===== src/rtl/seg7_mux_pwm.sv =====
// seg7_mux_pwm
//   Multiplexed N-digit 7-segment driver with prescaled refresh, per-slot PWM
//   dimming, a dark dead-time at the start of every slot, optional
//   leading-zero blanking, per-digit decimal points, an internal hex glyph
//   decoder and an end-of-frame strobe.
//
//   Scan structure: the prescaler produces one sub-tick every DIV clocks.
//   Each digit slot lasts 2^BR_W sub-ticks (pwm = 0 .. 2^BR_W-1). Digit idx
//   is lit while 1 <= pwm <= br_q; pwm == 0 is always dark, so enable never
//   overlaps between neighbouring digits.
//
// Ports
//   clk         system clock
//   rst         synchronous active-high reset
//   digits      5-bit code per digit, digit k at [5k+4:5k] (digit 0 = LSD)
//   dp_in       decimal point request per digit
//   blank_lz    enable leading-zero blanking
//   brightness  on-time in sub-ticks per slot (0 = dark), sampled per slot
//   enable      one-hot digit select (registered, polarity EN_ACTIVE_LOW)
//   segmentos   segments a..g on bits 0..6 (registered, polarity SEG_ACTIVE_LOW)
//   dp          decimal point segment (registered, polarity SEG_ACTIVE_LOW)
//   frame_tick  one-cycle pulse after the last slot of a scan wraps to digit 0
module seg7_mux_pwm #(
   parameter int N_DIG          = 3,
   parameter int DIV            = 1024,
   parameter int BR_W           = 3,
   parameter bit SEG_ACTIVE_LOW = 1'b0,
   parameter bit EN_ACTIVE_LOW  = 1'b0
) (
   input  logic                 clk,
   input  logic                 rst,
   input  logic [5*N_DIG-1:0]   digits,
   input  logic [N_DIG-1:0]     dp_in,
   input  logic                 blank_lz,
   input  logic [BR_W-1:0]      brightness,
   output logic [N_DIG-1:0]     enable,
   output logic [6:0]           segmentos,
   output logic                 dp,
   output logic                 frame_tick
);

   // DIV == 1 still needs a one-bit counter; it simply stays at 0.
   localparam int CNT_W = (DIV > 1) ? $clog2(DIV) : 1;
   localparam int IDX_W = $clog2(N_DIG);

   localparam logic [CNT_W-1:0] CNT_MAX = CNT_W'(DIV - 1);
   localparam logic [IDX_W-1:0] IDX_MAX = IDX_W'(N_DIG - 1);

   // Output levels that mean "off" for the selected polarities.
   localparam logic [N_DIG-1:0] EN_OFF  = {N_DIG{EN_ACTIVE_LOW}};
   localparam logic [6:0]       SEG_OFF = {7{SEG_ACTIVE_LOW}};
   localparam logic             DP_OFF  = SEG_ACTIVE_LOW;

   logic [CNT_W-1:0] cnt;
   logic [BR_W-1:0]  pwm;
   logic [IDX_W-1:0] idx;
   logic [BR_W-1:0]  br_q;

   logic             tick;
   logic             pwm_last;
   logic             idx_last;
   logic             lit;

   logic [N_DIG-1:0] en_onehot;
   logic [N_DIG-1:0] lz_blank;
   logic             lz_run;
   logic [4:0]       code_sel;
   logic             dp_sel;
   logic             blank_sel;
   logic [6:0]       seg_sel;

   // Hex glyphs 0..F, 16 = blank, 17 = dash, 18..31 = blank (active-high).
   function automatic logic [6:0] glyph(input logic [4:0] code);
      logic [6:0] g;
      case (code)
         5'd0:    g = 7'h3F;
         5'd1:    g = 7'h06;
         5'd2:    g = 7'h5B;
         5'd3:    g = 7'h4F;
         5'd4:    g = 7'h66;
         5'd5:    g = 7'h6D;
         5'd6:    g = 7'h7D;
         5'd7:    g = 7'h07;
         5'd8:    g = 7'h7F;
         5'd9:    g = 7'h6F;
         5'd10:   g = 7'h77;
         5'd11:   g = 7'h7C;
         5'd12:   g = 7'h39;
         5'd13:   g = 7'h5E;
         5'd14:   g = 7'h79;
         5'd15:   g = 7'h71;
         5'd17:   g = 7'h40;
         default: g = 7'h00;
      endcase
      return g;
   endfunction

   assign tick     = (cnt == CNT_MAX);
   assign pwm_last = &pwm;
   assign idx_last = (idx == IDX_MAX);
   assign lit      = (pwm != '0) && (pwm <= br_q);

   always_comb begin
      en_onehot = '0;
      lz_blank  = '0;
      code_sel  = '0;
      dp_sel    = 1'b0;
      blank_sel = 1'b0;
      seg_sel   = '0;

      // Walk from the most-significant digit down: blanking continues only
      // while every digit so far is a zero/blank code without a dp.
      lz_run = blank_lz;
      for (int k = N_DIG - 1; k >= 1; k--) begin
         lz_run = lz_run && !dp_in[k] &&
                  ((digits[5*k +: 5] == 5'd0) || (digits[5*k +: 5] == 5'd16));
         lz_blank[k] = lz_run;
      end

      for (int k = 0; k < N_DIG; k++) begin
         if (idx == IDX_W'(k)) begin
            en_onehot[k] = 1'b1;
            code_sel     = digits[5*k +: 5];
            dp_sel       = dp_in[k];
            blank_sel    = lz_blank[k];
         end
      end

      seg_sel = blank_sel ? 7'h00 : glyph(code_sel);
   end

   always_ff @(posedge clk) begin
      if (rst) begin
         cnt        <= '0;
         pwm        <= '0;
         idx        <= '0;
         br_q       <= '0;
         enable     <= EN_OFF;
         segmentos  <= SEG_OFF;
         dp         <= DP_OFF;
         frame_tick <= 1'b0;
      end else begin
         cnt <= tick ? '0 : cnt + CNT_W'(1);

         if (tick) begin
            pwm <= pwm + BR_W'(1);
            // Brightness only changes at a slot boundary so a slot never
            // sees two different duty cycles.
            if (pwm == '0) begin
               br_q <= brightness;
            end
            if (pwm_last) begin
               idx <= idx_last ? '0 : idx + IDX_W'(1);
            end
         end

         frame_tick <= tick && pwm_last && idx_last;

         if (lit) begin
            enable    <= en_onehot ^ EN_OFF;
            segmentos <= seg_sel ^ SEG_OFF;
            dp        <= dp_sel ^ DP_OFF;
         end else begin
            enable    <= EN_OFF;
            segmentos <= SEG_OFF;
            dp        <= DP_OFF;
         end
      end
   end

endmodule


===== config.mk =====
export PLATFORM = sky130hd
export DESIGN_NAME = seg7_mux_pwm
export DESIGN_NICKNAME = d
export VERILOG_FILES = /design/src/rtl/seg7_mux_pwm.sv
export SDC_FILE = /design/constraint.sdc
export NUM_CORES = 1
export LEC_CHECK = 0
export ABC_AREA = 1
export CAP_MARGIN = 20
export CORE_UTILIZATION = 25
export CTS_BUF_LIST = sky130_fd_sc_hd__clkbuf_4 sky130_fd_sc_hd__clkbuf_8 sky130_fd_sc_hd__clkbuf_16
export DETAILED_ROUTE_END_ITERATION = 8
export REMOVE_ABC_BUFFERS = 1
export SLEW_MARGIN = 20
export SYNTH_ARGS = -nofsm -noshare
export SYNTH_HDL_FRONTEND = slang
export SYNTH_SLANG_ARGS = --single-unit

===== constraint.sdc =====
create_clock -name clk -period 3.6 [get_ports clk]
set_clock_uncertainty 0.05 [all_clocks]
set_input_delay 0.72 -clock clk [delete_from_list [all_inputs] [get_ports clk]]
set_output_delay 0.72 -clock clk [all_outputs]
set_load 0.005 [all_outputs]

==> results.md <==
- Outcome: completed
- Max-Cap Viols: 0
- #FFs+latches synth: 30
- Most frequent cells in the layout: nand2_1 (72), clkdlybuf4s50_1 (35), nor2_1 (34), inv_1 (32), dfxtp_1 (30)
- Slew headroom: 69.6%
- IO Port Bufs: 35
- DRT Pass-1 Iters: 4
- GRT Residual Overflow: 0
- Final hold viol count: 0
- Largest family of logic cells by synthesized area: simple AND/OR/NAND/NOR gates
- Area Growth Syn to Fin: 29.8%
- Most common cell after layout, fill and taps aside: nand2_1
- Htree depth: 2
- Initial antenna violation count: 0
- Fin cells: 396
- Clk root buf: clkbuf_8
- Most used cell, CP: nand2_1
- Cell Count Post-Placement: 388
- Startpoint types: primary input
- Critical path capture point type: flop
- Yosys warns: 0
- Clk Latency, worst-skew pair: 0.28 ns
- Final Max Slew Viols: 0
- Post-Synth XOR/XNOR Area: less than 1%
- Post-synthesis sequential area ratio: roughly 33%
- Critical path, cell by cell: clkdlybuf4s50_1 > nand2_1 > nand2_1 > inv_1 > nor2_1 > ha_1 > inv_1 > nand3_1 > nand2_1 > inv_1 > nand2_1 > nand2_1 > nor2_1
- P_sw: 0.167 mW
- Top Ports: 36
- Starting density of the core: 26.5%
- Hold-fix buffers, CTS: 0
- CTS Sinks: 30
- Worst r2r src: idx[0]$_SDFFE_PP0P_
- Number of global-route vias before repair: 1,512
- Worst EP arrival: roughly 2.3 ns
- Worst-margin pin slew: 0.455 ns
- First DRT Iteration DRCs: 102
- Final wirelength: 3930 um
- Fmax: 459 MHz
- Internal power: 0.527 mW
- Worst Hold Class: flop to flop
- Synth Area in Simple Gates: 44.1%
- Largest net degree at the start of global routing: 11
- Gpl congestion: 0.868
- Final period utilization: 60.6%
- Synth area leaders: dfxtp_1 (33%), nand2_1 (15%), ha_1 (9.5%)
- CTS tree: built
- Layout Utilization: between 30% and 40%
- DPL Wire Length: 3210 um
- PwrDens: a little under 300 nW/um2
- Worst endpoint required time: 3.72 ns
- Mapped Cells: between 200 and 300
- Ant diodes: 0
- Layout Nets: 337
- CP Class: primary input to flop
- Maximum VDD drop: 0.000102 V
- Vias: 1,621
- Post-DRT Antenna Nets: 0
- Distinct cells, synth: 29
- Worst-path clk slew: 0.07 ns
- Remaining DRCs: 0
- Clk network pwr share: approximately 40%
- DIE HEIGHT: roughly 90 um
- Worst slack, placed: 1.14 ns
- Area post-placement: 2300 um2
- Crit-path max FO: 4
- Global-route wire length before repair: 6690 um
- Synthesized area per cell: between 7 and 8 um2
- Via density: 4.09
- Min-delay src: cnt[0]$_SDFF_PP0_
- Post-synthesis mux area share: 0%
- Setup-failing EPs final: 0
- Register share of total power: roughly half
- Worst-case clock buffer depth: 2
- CTS buffer count: 5
- Compound-Gate Fraction of Synth Area: 4.34%
- Static Leakage: 1.16 nW
- Die area: 7720 um2
- Top-area cell type share of the netlist area: 32.6%
- Total Power: 0.694 mW
- PnR worst setup slack: between 1 and 1.5 ns
- Combinational share of power: 11.1%
- Slowest CP cell: clkdlybuf4s50_1
- Final instance area: 2390 um2
- Post-Synth Adder-Cell Area: under 10%
- Setup bufs post-CTS: 0
- Gr usage total: 11.2%
- Share of cells above drive strength 1: 12.7%
- # resized after CTS: 0
- Leading area contributor after synthesis: dfxtp_1
- Syn Std Cell Area: 1840 um2
- CP startpoint: digits[10]
- Die Wd: ~90 um
- Hold_ws: roughly 0.42 ns
- Setup TNS: 0 ns
- RSZ-0062 raised after global routing: no
- Sw frac: between 20% and 30%
- Crit path time final: 2.18 ns
- WL/cell: 9.93 um
- Num rows: 30
- Core area: 6940 um2
- Largest stage delay, worst path: 0.48 ns
-- cell type report --
class	count	area, um2
multi-input combinational	191	1090
tap	96	120
clock inverter	2	12.5
inverter	36	140
sequential	30	601
timing repair buffer	35	350
fill	743	4550
clock buffer	6	82.6
-- power by group through the flow --
stage	registers, mW	logic [mW]	clock network [mW]
detailed placement	0.345	0.0770	0
CTS	0.337	0.0773	0.288
global placement	0.344	0.0770	0
finish	0.337	0.0770	0.280
global route	0.337	0.0876	0.306
floorplan	0.344	0.0405	0
-- flip-flops by register name, summed over array words and instances (netlist names) --
register,flops
cnt,10
segmentos,7
br_q,3
enable,3
pwm,3
idx,2
dp,1
frame_tick,1
-- layer usage --
metal | share of wire [%] | GRT usage, % | vias to the layer above
met2 | 41 | 16.8 | 40
met4 | 3.1 | 6.11 | 0
met5 | 0 | 0 | -
li1 | - | - | 887
met1 | 51 | 14.8 | 684
met3 | 4.5 | 2.73 | 10
-- worst paths after layout --
kind	endpoint	slack (ns)	cells past startpoint
worst max-delay path	segmentos[6]$_SDFF_PP0_	1.42	13
worst min-delay path	cnt[0]$_SDFF_PP0_	0.42	1
worst max register to register	segmentos[6]$_SDFF_PP0_	1.58	13
worst min register to register	cnt[0]$_SDFF_PP0_	0.42	1
-- cell families after synthesis --
logic type / Yosys count
and+or+nand+nor: 160
buffers and inverters: 38
DFF: 30
AOI/OAI and AO/OA: 15
adders and majority gates: 14
xor gates and xnor gates: 2
-- cell usage after synthesis --
cell type  number
nand3b_1        2
nor2_1         34
nand3b_4        2
nand3_2         2
nand2_1        72
nand3_4         1
a21oi_1        11
xor2_1          2
a21oi_2         1
inv_1          32
nand2_2        11
nor2_8          1
nor2_4          5
buf_6           1
o21ai_0         1
clkinv_1        1
dfxtp_1        30
inv_4           2
nor3b_1         2
ha_1           14
nand4_1         2
nand3_1        18
nor3_1          4
nand2_4         3
inv_2           1
nor2_2          1
o21ai_1         1
buf_2           1
a31oi_1         1
-- worst max-delay path: cells and delay by family --
family	cells	cell delay, ns
fa+ha+maj	1	0.25
buf+inv	4	0.62
simple gates	8	0.71
Note: power is estimated with default switching activity, not from simulation.
